[src/rtl/servo_ramp_sequencer.sv]
// servo_ramp_sequencer: once per PWM frame, walks channels 0..3 and slews each
// channel's commanded pulse toward its host-set target by at most its rate.
// It then issues a one-cycle cs write to the servo controller for every channel
// whose value changed. All four channels are written in the first frame after reset.
module servo_ramp_sequencer #(
  parameter int FULL_CYCLE = 20000,
  parameter int MIN_PULSE  = 500,
  parameter int MAX_PULSE  = 2500,
  parameter int INIT_PULSE = 1500
) (
  input  logic        clk,
  input  logic        rst,
  input  logic        host_we,
  input  logic [1:0]  host_ch,
  input  logic [14:0] host_target,
  input  logic [14:0] host_rate,
  output logic        cs,
  output logic [1:0]  addr,
  output logic [14:0] data,
  output logic        busy,
  output logic [3:0]  done,
  output logic        frame_start
);

  localparam int FCW = $clog2(FULL_CYCLE);
  localparam logic [FCW-1:0] FC_LAST = FCW'(FULL_CYCLE - 1);
  localparam logic [14:0] MIN_P  = 15'(MIN_PULSE);
  localparam logic [14:0] MAX_P  = 15'(MAX_PULSE);
  localparam logic [14:0] INIT_P = 15'(INIT_PULSE);

  typedef enum logic [1:0] {
    S_IDLE    = 2'd0,
    S_COMPUTE = 2'd1,
    S_WRITE   = 2'd2,
    S_NEXT    = 2'd3
  } state_t;

  state_t         state_q, state_d;
  logic [1:0]     ch_q, ch_d;
  logic [FCW-1:0] frame_cnt_q, frame_cnt_d;
  logic [14:0]    cur_q [4];
  logic [14:0]    cur_d [4];
  logic [14:0]    tgt_q [4];
  logic [14:0]    tgt_d [4];
  logic [14:0]    rate_q [4];
  logic [14:0]    rate_d [4];
  logic [14:0]    nv_q, nv_d;
  logic           init_pending_q, init_pending_d;
  logic           cs_q, cs_d;
  logic [1:0]     addr_q, addr_d;
  logic [14:0]    data_q, data_d;
  logic           frame_start_q, frame_start_d;

  logic [14:0]    cur_sel_s, tgt_sel_s, rate_sel_s, step_val_s;
  logic [15:0]    diff_s, abs_diff_s;

  // Limit a requested pulse width to the legal servo range.
  function automatic logic [14:0] clamp_pulse(input logic [14:0] v);
    if (v < MIN_P) begin
      return MIN_P;
    end else if (v > MAX_P) begin
      return MAX_P;
    end else begin
      return v;
    end
  endfunction

  // One slew step for the selected channel; never overshoots the target.
  always_comb begin
    cur_sel_s  = cur_q[ch_q];
    tgt_sel_s  = tgt_q[ch_q];
    rate_sel_s = rate_q[ch_q];
    diff_s     = {1'b0, tgt_sel_s} - {1'b0, cur_sel_s};
    abs_diff_s = diff_s[15] ? (16'd0 - diff_s) : diff_s;
    step_val_s = tgt_sel_s;
    if ((rate_sel_s == 15'd0) || (abs_diff_s <= {1'b0, rate_sel_s})) begin
      step_val_s = tgt_sel_s;
    end else if (!diff_s[15]) begin
      step_val_s = cur_sel_s + rate_sel_s;
    end else begin
      step_val_s = cur_sel_s - rate_sel_s;
    end
  end

  // Frame counter, sequencer next state, host register updates.
  always_comb begin
    frame_cnt_d    = (frame_cnt_q == FC_LAST) ? '0 : frame_cnt_q + 1'b1;
    frame_start_d  = (frame_cnt_q == '0);
    state_d        = state_q;
    ch_d           = ch_q;
    nv_d           = nv_q;
    init_pending_d = init_pending_q;
    cs_d           = 1'b0;
    addr_d         = addr_q;
    data_d         = data_q;
    cur_d          = cur_q;
    tgt_d          = tgt_q;
    rate_d         = rate_q;

    case (state_q)
      S_IDLE: begin
        if (frame_cnt_q == '0) begin
          state_d = S_COMPUTE;
          ch_d    = 2'd0;
        end else begin
          state_d = S_IDLE;
        end
      end
      S_COMPUTE: begin
        nv_d    = step_val_s;
        state_d = S_WRITE;
        // Unchanged channels are skipped, except on the first frame after reset.
        if ((step_val_s != cur_sel_s) || init_pending_q) begin
          cs_d   = 1'b1;
          addr_d = ch_q;
          data_d = step_val_s;
        end else begin
          cs_d   = 1'b0;
        end
      end
      S_WRITE: begin
        cur_d[ch_q] = nv_q;
        state_d     = S_NEXT;
      end
      S_NEXT: begin
        if (ch_q == 2'd3) begin
          state_d        = S_IDLE;
          init_pending_d = 1'b0;
        end else begin
          ch_d    = ch_q + 2'd1;
          state_d = S_COMPUTE;
        end
      end
      default: begin
        state_d = S_IDLE;
      end
    endcase

    // COMPUTE above reads the registered target/rate, so a write landing on
    // the same edge only takes effect next frame.
    if (host_we) begin
      tgt_d[host_ch]  = clamp_pulse(host_target);
      rate_d[host_ch] = host_rate;
    end else begin
      tgt_d  = tgt_d;
      rate_d = rate_d;
    end
  end

  // State registers with synchronous active-high reset.
  always_ff @(posedge clk) begin
    if (rst) begin
      state_q        <= S_IDLE;
      ch_q           <= 2'd0;
      frame_cnt_q    <= '0;
      nv_q           <= 15'd0;
      init_pending_q <= 1'b1;
      cs_q           <= 1'b0;
      addr_q         <= 2'd0;
      data_q         <= 15'd0;
      frame_start_q  <= 1'b0;
      for (int k = 0; k < 4; k++) begin
        cur_q[k]  <= INIT_P;
        tgt_q[k]  <= INIT_P;
        rate_q[k] <= 15'd0;
      end
    end else begin
      state_q        <= state_d;
      ch_q           <= ch_d;
      frame_cnt_q    <= frame_cnt_d;
      nv_q           <= nv_d;
      init_pending_q <= init_pending_d;
      cs_q           <= cs_d;
      addr_q         <= addr_d;
      data_q         <= data_d;
      frame_start_q  <= frame_start_d;
      cur_q          <= cur_d;
      tgt_q          <= tgt_d;
      rate_q         <= rate_d;
    end
  end

  assign cs          = cs_q;
  assign addr        = addr_q;
  assign data        = data_q;
  assign frame_start = frame_start_q;
  assign busy        = (state_q != S_IDLE);
  assign done        = {(cur_q[3] == tgt_q[3]), (cur_q[2] == tgt_q[2]),
                        (cur_q[1] == tgt_q[1]), (cur_q[0] == tgt_q[0])};

endmodule

[config.mk]
export PLATFORM = sky130hd
export DESIGN_NAME = servo_ramp_sequencer
export DESIGN_NICKNAME = d
export VERILOG_FILES = /design/src/rtl/servo_ramp_sequencer.sv
export SDC_FILE = /design/constraint.sdc
export NUM_CORES = 1
export LEC_CHECK = 0
export ABC_AREA = 1
export BUFFER_PORTS_ARGS = -buffer_cell sky130_fd_sc_hd__clkbuf_2
export CAP_MARGIN = 40
export CORE_MARGIN = 2
export CORE_UTILIZATION = 63
export CTS_BUF_LIST = sky130_fd_sc_hd__clkbuf_16
export CTS_CLUSTER_DIAMETER = 50
export CTS_CLUSTER_SIZE = 16
export DETAILED_ROUTE_END_ITERATION = 8
export PLACE_DENSITY_LB_ADDON = 0.15
export SKIP_LAST_GASP = 1
export SYNTH_ARGS = -nofsm -noshare
export SYNTH_HDL_FRONTEND = slang
export SYNTH_SLANG_ARGS = --single-unit
[constraint.sdc]
create_clock -name clk -period 6.1 [get_ports clk]
set_input_delay 0.915 -clock clk [delete_from_list [all_inputs] [get_ports clk]]
set_output_delay 0.915 -clock clk [all_outputs]
set_load 0.02 [all_outputs]
==> results.json, run 1 <==
{
  "crit_family": "simple AND/OR/NAND/NOR gates",
  "switchingPower_w": 0.003537,
  "max_cap_violations": 0,
  "routed_wl_um": 42490,
  "arrival_ns": 6.22,
  "skew_ns": 0.03898,
  "fmax_mhz": 173.7,
  "timing.final.ws_setup_ns": 0.3433,
  "finalNetCount": 2200,
  "drt-initial-drc-count": 1422,
  "syn_area_um2": 13790,
  "syn_nets": 2163,
  "cts_buffers": 27,
  "path_common_cell": "nand2_1",
  "n_fill_cell": 1889,
  "max_stage_delay_ns": 0.41,
  "yosys-top-cells-area": "dfxtp_1 (34%), nand2_1 (15%), nor2_1 (6.9%)",
  "gp_congestion": 0.9581,
  "antenna_found_initial": 0,
  "grt_max_degree": 104,
  "status": "completed",
  "avgSynthCellArea_um2": 6.664,
  "critPathKind": "flop to flop",
  "ys_async_sr_fraction_pct": 0,
  "cts_max_level": 1,
  "cts_tree": "built",
  "io_pins": 59,
  "synth_seq_cells": 234,
  "yosysTopAreaCell": "dfxtp_1",
  "synth_cell_type_count": 50,
  "pre_cts_ws_ns": 0.1230,
  "cp.required_ns": 6.56,
  "hold_viol": 0,
  "timing.final.crit_share_pct": 94.37,
  "syn_to_final_growth_pct": 12.88,
  "avgViaCountPerCell": 5.814,
  "end_kind": "flop",
  "power_frac_clock_pct": 22.5,
  "die_area_um2": 23090,
  "worst-path-max-fanout": 20,
  "syn_inst": 2070,
  "overflow": 0,
  "peakVddDrop_mv": 0.4000,
  "slowest_stage": "fa_1",
  "p_leak_nw": 7.370,
  "die_x_um": 152.0,
  "synth_edf_count": 0,
  "cts_root_buf": "clkbuf_16",
  "power_per_cell_area_nw_per_um2": 492.3,
  "hold_slack_ns": 0.4477,
  "combPwrFrac_pct": 54.9,
  "min_period_ns": 5.757,
  "grt_pass1_wl_um": 66920,
  "drtPass1Iterations": 6,
  "yosys_most_used_dff": "dfxtp_1",
  "worst-path-buf-inv": 7,
  "fin_cells": 2408,
  "finalPower_w": 0.007666,
  "numClockSinks": 234,
  "regArea_um2": 4688,
  "yosysWarnings": 0,
  "ant_nets": 0,
  "placed_cells": 2349,
  "synth_common_cells": "nand2_1 (561), nor2_1 (252), dfxtp_1 (234)",
  "grt_pass1_vias": 12900,
  "clock_latency_ns": 0.56,
  "finalSetupTns_ns": 0,
  "worst_pin_slew_ns": 0.8737,
  "cts.clk_slew.worst_paths_ns": 0.07,
  "synth_top_area_share_pct": 33.96,
  "num_rows": 54,
  "die_h_um": 152.0,
  "initial_core_util_pct": 63.60,
  "internal-power_w": 0.004129,
  "hpwl_um": 29740,
  "hold_class": "flop to flop",
  "seq_power_share_pct": 22.6,
  "wl_per_cell_um": 17.65,
  "setup_viol": 0,
  "antenna_cells": 0,
  "port_buffers": 58,
  "core_um2": 21690,
  "slew_headroom_pct": 41.75,
  "grtUsageTotal_pct": 35.26,
  "seq_area_frac_synth_pct": 33.96,
  "sw_frac_of_total_pct": 46.14,
  "num_vias": 14000,
  "route.detailed.drc": 0,
  "cp-start-kind": "flop",
  "yosysMostFrequentCell": "nand2_1",
  "cts.path.max_buffers": 3,
  "multi_input_comb_area_um2": 8069,
  "slew_violations": 0,
  "drive_gt1_share_pct": 10.29
}
## area by class of cell
type                    count  share of cell area [%]
inverters                 192                   4.717
clock buffers              27                   4.339
well taps                 280                   2.250
clock inverters            23                   1.864
repair buffers            106                   4.902
multi-input cells        1546                   51.82
flip-flops and latches    234                   30.11
## worst register-to-register path, delay by kind of cell, from the launching register on
kind | cells | cell delay [ns]
compound gates | 3 | 0.65
xor+xnor | 1 | 0.19
buf+inv | 7 | 0.66
fa+ha+maj | 3 | 0.92
simple gates | 24 | 2.84
flops | 1 | 0.39
## final timing paths
kind	cells past startpoint	to	slack, ns	start
hold reg to reg	1	frame_cnt_q[0]	0.45	frame_cnt_q[0]
setup / recovery	38	data[1]	0.34	ch_q[0]
setup reg to reg	38	data[1]	0.34	ch_q[0]
hold / removal	1	frame_cnt_q[0]	0.45	frame_cnt_q[0]
## power groups by stage
stage | Clock, W | Combinational [W] | Sequential [W]
finish | 0.00173 | 0.00421 | 0.00173
global route | 0.00179 | 0.00469 | 0.00174
CTS | 0.00173 | 0.00394 | 0.00172
detailed placement | 0 | 0.00392 | 0.00176
global placement | 0 | 0.00385 | 0.00176
floorplan | 0 | 0.00308 | 0.00175
## cell usage in the layout, fill, tap and decap left out, types with 20 or more instances in the layout
cell	n
nor2_1	250
clkbuf_16	28
dfxtp_1	233
nand4_1	23
xor2_1	52
a21oi_1	143
nand2_1	561
o21ai_0	133
nand3_1	125
buf_4	37
xnor2_1	47
ha_1	55
a32oi_1	23
nand2_2	20
inv_1	188
clkbuf_2	58
## through the flow
stage / util (%) / area (um2)
final: 71.80 / 15570
after global routing: 71.80 / 15570
after CTS: 70.64 / 15320
after detailed placement: 66.18 / 14350
after global placement: 65.85 / 14280
after floorplan: - / 13790
## registers in the layout (all words and copies together) (netlist names)
| name | cells |
|---|---|
| state_q | 2 |
| data | 15 |
| tgt_q | 60 |
| addr | 2 |
| frame_start | 1 |
| nv_q | 15 |
| rate_q | 60 |
| cs | 1 |
| cur_q | 60 |
| init_pending_q | 1 |
| frame_cnt_q | 15 |
| ch_q | 2 |
## logic make-up (layout without fill, tap and decap cells)
kind of cell	count (synthesis)	after routing	share of synthesized area [%]
AOI/OAI and AO/OA	339	339	13.69
buffers and inverters	292	348	8.617
and+or+nand+nor	1048	1050	32.08
xor gates and xnor gates	99	99	6.286
DFF	234	234	33.96
adders and majority gates	58	58	5.370
## routing by layer
layer / vias up / part of all wire [%] / GRT usage, %
met2: 651 / 44 / 56.74
met5: - / 0 / 0
met3: 117 / 9.1 / 3.793
li1: 6782 / - / -
met1: 6450 / 41 / 47.96
met4: 0 / 5.1 / 16.07
## repair_timing
action	in CTS	in global routing
buffers inserted	0	6
hold buffers	0	0
hold endpoints to repair	0	0
resized for setup	0	31
setup endpoints to repair	0	18
Note: power is estimated with default switching activity, not from simulation.
==> inputs of run 2 (changes only) <==
Settings changed: BUFFER_PORTS_ARGS -buffer_cell sky130_fd_sc_hd__clkbuf_2 to default, CORE_ASPECT_RATIO from default to 0.9, CORE_UTILIZATION 63 to 65, DONT_BUFFER_PORTS from default to 1, PLACE_DENSITY from default to 0.88, PLACE_DENSITY_LB_ADDON 0.15 to default.
==> results.json, run 2 (same netlist as run 1, synthesis figures left out) <==
{
  "hold_class": "flop to flop",
  "critPathLaunch": "ch_q[0]",
  "wl_per_cell_um": 18.75,
  "finalNetCount": 2139,
  "slew_headroom_pct": 41.40,
  "drive_gt1_share_pct": 7.696,
  "post_dp_cell_area_um2": 14140,
  "syn_to_final_growth_pct": 9.197,
  "hp-start": "frame_cnt_q[0]",
  "hold_viol": 0,
  "cts_max_level": 1,
  "cts_tree": "built",
  "num_vias": 14490,
  "hpwl_um": 30640,
  "route.detailed.drc": 0,
  "rrSetupSlack_ns": 0.16,
  "slew_violations": 0,
  "grt_max_degree": 95,
  "crit_path_end": "data[3]",
  "dr_wl_met3_um": 5833,
  "n_fill_cell": 1621,
  "io_pins": 59,
  "timing.final.ws_setup_ns": 0.1577,
  "peakVddDrop_mv": 0.5150,
  "pre_cts_ws_ns": -0.07759,
  "end_kind": "flop",
  "fmax_mhz": 168.3,
  "port_buffers": 0,
  "drtPass1Iterations": 8,
  "r2r-end": "data[3]",
  "max_stage_delay_ns": 0.43,
  "antenna_cells": 0,
  "skew_ns": 0.01892,
  "overflow": 0,
  "combPwrFrac_pct": 59.2,
  "arrival_ns": 6.35,
  "routed_wl_um": 43850,
  "reg2reg_depth": 33,
  "cts_root_buf": "clkbuf_16",
  "rr_startpoint": "ch_q[0]",
  "cp-start-kind": "flop",
  "num_rows": 50,
  "cp.required_ns": 6.51,
  "cts.clk_slew.worst_paths_ns": 0.06,
  "grt_pass1_wl_um": 67600,
  "seq_power_share_pct": 23.7,
  "ant_nets": 0,
  "hold_buffers": 0,
  "worst-path-max-fanout": 30,
  "timing.final.crit_share_pct": 97.41,
  "critPathKind": "flop to flop",
  "grtUsageTotal_pct": 37.88,
  "avgViaCountPerCell": 6.193,
  "final_common_cell": "nand2_1",
  "antenna_found_initial": 0,
  "path_common_cell": "nand2_1",
  "grt_pass1_vias": 13500,
  "final_cell_mix": "nand2_1 (558), nor2_1 (249), dfxtp_1 (232), inv_1 (187), a21oi_1 (143)",
  "max_cap_violations": 0,
  "min_period_ns": 5.942,
  "core_um2": 20830,
  "power_per_cell_area_nw_per_um2": 495.6,
  "drt-initial-drc-count": 1992,
  "die_h_um": 142.2,
  "initial_core_util_pct": 66.22,
  "cts.path.max_buffers": 3,
  "sw_frac_of_total_pct": 48.57,
  "internal-power_w": 0.003839,
  "setup_viol": 0,
  "die_x_um": 157.6,
  "top_layer": "met4",
  "detail_route.wirelength.met1_um": 15510,
  "worst_pin_slew_ns": 0.8791,
  "clock_latency_ns": 0.52,
  "top_regs": "cur_q: 60 flops, rate_q: 60 flops, tgt_q: 60 flops",
  "gp_congestion": 1.083,
  "status": "completed",
  "numClockSinks": 234,
  "switchingPower_w": 0.003626,
  "power_frac_clock_pct": 17.1,
  "wl_met2_um": 18820,
  "finish.utilization_pct": 72.31,
  "finalPower_w": 0.007465,
  "p_leak_nw": 6.983,
  "die_area_um2": 22410,
  "final_area_um2": 15060,
  "cts_buffers": 21,
  "slowest_stage": "dfxtp_4"
}
## run 2: worst min-delay path by stage
| stage | end | slack (ns) | depth (start not counted) |
|---|---|---|---|
| after floorplan | frame_cnt_q[0] | 0.42 | 1 |
| after global placement | frame_cnt_q[0] | 0.43 | 1 |
| after detailed placement | rate_q[1] | 0.44 | 2 |
| after CTS | rate_q[1] | 0.45 | 2 |
| after global routing | state_q[0] | 0.47 | 1 |
| final | frame_cnt_q[0] | 0.45 | 1 |
## run 2: worst max-delay path, delay by kind of cell (launching register included)
| kind | cells | cell delay, ns |
|---|---|---|
| and+or+nand+nor | 17 | 2.03 |
| AOI/OAI and AO/OA | 6 | 1.12 |
| buffers and inverters | 6 | 0.95 |
| adders and majority gates | 2 | 0.72 |
| xor gates and xnor gates | 2 | 0.56 |
| DFF | 1 | 0.43 |
## run 2: metal layers
metal	global-route usage [%]	vias up
li1	-	6646
met1	45.53	6489
met2	60.38	1059
met3	10.08	291
met4	23.59	0
met5	0	-
## run 2: layout make-up
cell class              count  area, um2  area share, %
clock buffers              21      525.5          3.489
clock inverters             9      105.1         0.6977
inverters                 192      745.7          4.951
multi-input cells        1545       8139          54.03
flip-flops and latches    234       4690          31.13
well taps                 286      357.8          2.376
repair buffers             51      494.2          3.281
repair inverters            1      6.256        0.04153
## run 2: power by group through the flow
stage / clock network [W] / registers (W) / logic [W]
global placement: 0 / 0.00179 / 0.00390
CTS: 0.00127 / 0.00176 / 0.00408
floorplan: 0 / 0.00175 / 0.00308
finish: 0.00128 / 0.00177 / 0.00442
global route: 0.00133 / 0.00178 / 0.00481
detailed placement: 0 / 0.00179 / 0.00403
## run 2: through the flow
stage / setup TNS (ns) / cells / hold slack, ns
5_1_grt: -0.6990 / 2339 / 0.4725
6_report: 0 / 2339 / 0.4471
2_1_floorplan: 0 / 2070 / 0.4173
3_3_place_gp: 0 / 2298 / 0.4300
4_1_cts: 0 / 2333 / 0.4494
3_5_place_dp: -0.2143 / 2303 / 0.4389
## run 2: repair_timing
item                                    in CTS  in global routing
cloned                                       0                  2
resized for setup                            5                 48
hold endpoints to repair                     0                  0
setup buffers                                0                  4
endpoints found under the setup margin      13                 18
pin swaps                                    0                  7
==> inputs of run 3 (changes only) <==
Settings changed: CORE_UTILIZATION 65 to 58, PLACE_DENSITY 0.88 to 0.83, RECOVER_POWER from default to 100.
Clock period 6.1 ns to 5.25 ns, I/O delays scaled along.
==> results.json, run 3 (same netlist as run 1, synthesis figures left out) <==
{
  "final_cell_mix": "nand2_1 (542), nor2_1 (245), dfxtp_1 (232), buf_4 (226), inv_1 (182)",
  "path_common_cell": "nand2_1",
  "antenna_cells": 0,
  "gp_congestion": 1.032,
  "placed_cells": 2498,
  "antenna_found_initial": 1,
  "grtUsageTotal_pct": 36.54,
  "skew_ns": 0.02145,
  "die_area_um2": 25030,
  "failed_checks": "max-capacitance violations, max-slew violations, negative setup slack",
  "power_per_cell_area_nw_per_um2": 627.4,
  "initial_core_util_pct": 59.10,
  "hpwl_um": 33540,
  "worst-path-max-fanout": 12,
  "hold_viol": 0,
  "route.detailed.drc": 0,
  "crit_family": "simple AND/OR/NAND/NOR gates",
  "post_dp_cell_area_um2": 15580,
  "avgViaCountPerCell": 5.853,
  "fmax_mhz": 180.0,
  "status": "complete, but fails checks",
  "peakVddDrop_mv": 0.5222,
  "cts_root_buf": "clkbuf_16",
  "cts.path.max_buffers": 3,
  "cp.required_ns": 5.67,
  "die_x_um": 166.6,
  "max_cap_violations": 5,
  "cts_tree": "built",
  "final_common_cell": "nand2_1",
  "grt_max_degree": 77,
  "finalPower_w": 0.01066,
  "wl_per_cell_um": 18.51,
  "core_um2": 23340,
  "worst-path-buf-inv": 7,
  "final_area_um2": 16990,
  "grt_pass1_wl_um": 73400,
  "num_rows": 53,
  "clock_latency_ns": 0.52,
  "p_leak_nw": 7.993,
  "die_h_um": 150.3,
  "arrival_ns": 5.98,
  "timing.final.ws_setup_ns": -0.3051,
  "cts.clk_slew.worst_paths_ns": 0.07,
  "rsz0062_at_grt": "yes",
  "drtPass1Iterations": 6,
  "slew_headroom_pct": -27.09,
  "cts_max_level": 1,
  "port_buffers": 0,
  "end_kind": "flop",
  "top_regs": "cur_q: 60 flops, rate_q: 60 flops, tgt_q: 60 flops",
  "timing.final.crit_share_pct": 105.8,
  "cp-start-kind": "flop",
  "syn_to_final_growth_pct": 23.13,
  "fin_cells": 2566,
  "slew_violations": 198,
  "hold_class": "input pin to flop",
  "worst_pin_slew_ns": 1.906,
  "num_vias": 15020,
  "routed_wl_um": 47510,
  "critPathKind": "flop to flop",
  "numClockSinks": 234,
  "min_period_ns": 5.555,
  "hold_buffers": 0,
  "max_stage_delay_ns": 0.45,
  "drt-initial-drc-count": 1790,
  "slowest_stage": "dfxtp_4",
  "finalNetCount": 2342,
  "ant_nets": 0,
  "pre_cts_ws_ns": -0.2427,
  "cts_buffers": 23,
  "drive_gt1_share_pct": 18.02,
  "setup_viol": 18,
  "grt_pass1_vias": 14090,
  "io_pins": 59,
  "overflow": 0
}
-- run 3: path summary, 6_finish.rpt --
check             from         to  slack (ns)  depth (start not counted)
max reg2reg    ch_q[0]   data[11]       -0.31                         40
max            ch_q[0]   data[11]       -0.31                         40
min                rst  rate_q[7]        0.34                          1
min reg2reg  rate_q[1]  rate_q[1]        0.45                          2
-- run 3: cell type report --
type | count | area (um2)
Clock inverter | 17 | 207.7
Tap cell | 302 | 377.9
Fill cell | 1811 | 6357
Sequential cell | 234 | 4692
Clock buffer | 23 | 575.6
Timing Repair inverter | 1 | 7.507
Multi-Input combinational cell | 1545 | 8374
Inverter | 192 | 734.5
Timing Repair Buffer | 252 | 2016
-- run 3: power breakdown --
group / internal, W / switching [W]
Combinational: 0.00307 / 0.00382
Sequential: 0.00189 / 0.000158
Clock: 0.000969 / 0.000748
Total: 0.00593 / 0.00473
-- run 3: per-layer routing --
metal  global-route usage (%)  part of all wire (%)  up-vias
met4                    18.49                   5.9        2
met5                        0                 0.027        -
li1                         -                     -     7068
met1                    47.16                    39     6855
met2                    58.72                    44      901
met3                    7.256                    11      194
-- run 3: what timing repair did --
| item | CTS | global route |
|---|---|---|
| cloned | 5 | 1 |
| setup endpoints to repair | 18 | 26 |
| pin swaps | 14 | 8 |
| gates resized for setup | 65 | 33 |
| buffers inserted | 13 | 8 |
-- run 3: per-stage QoR --
stage / hold WS (ns) / setup TNS (ns) / utilization, %
after floorplan: 0.4173 / 0 / -
after global placement: 0.4302 / -1.882 / 66.34
after detailed placement: 0.4442 / -3.584 / 66.76
after CTS: 0.3241 / -0.01076 / 72.27
after global routing: 0.3349 / -14.08 / 72.76
final: 0.3365 / -5.073 / 72.76
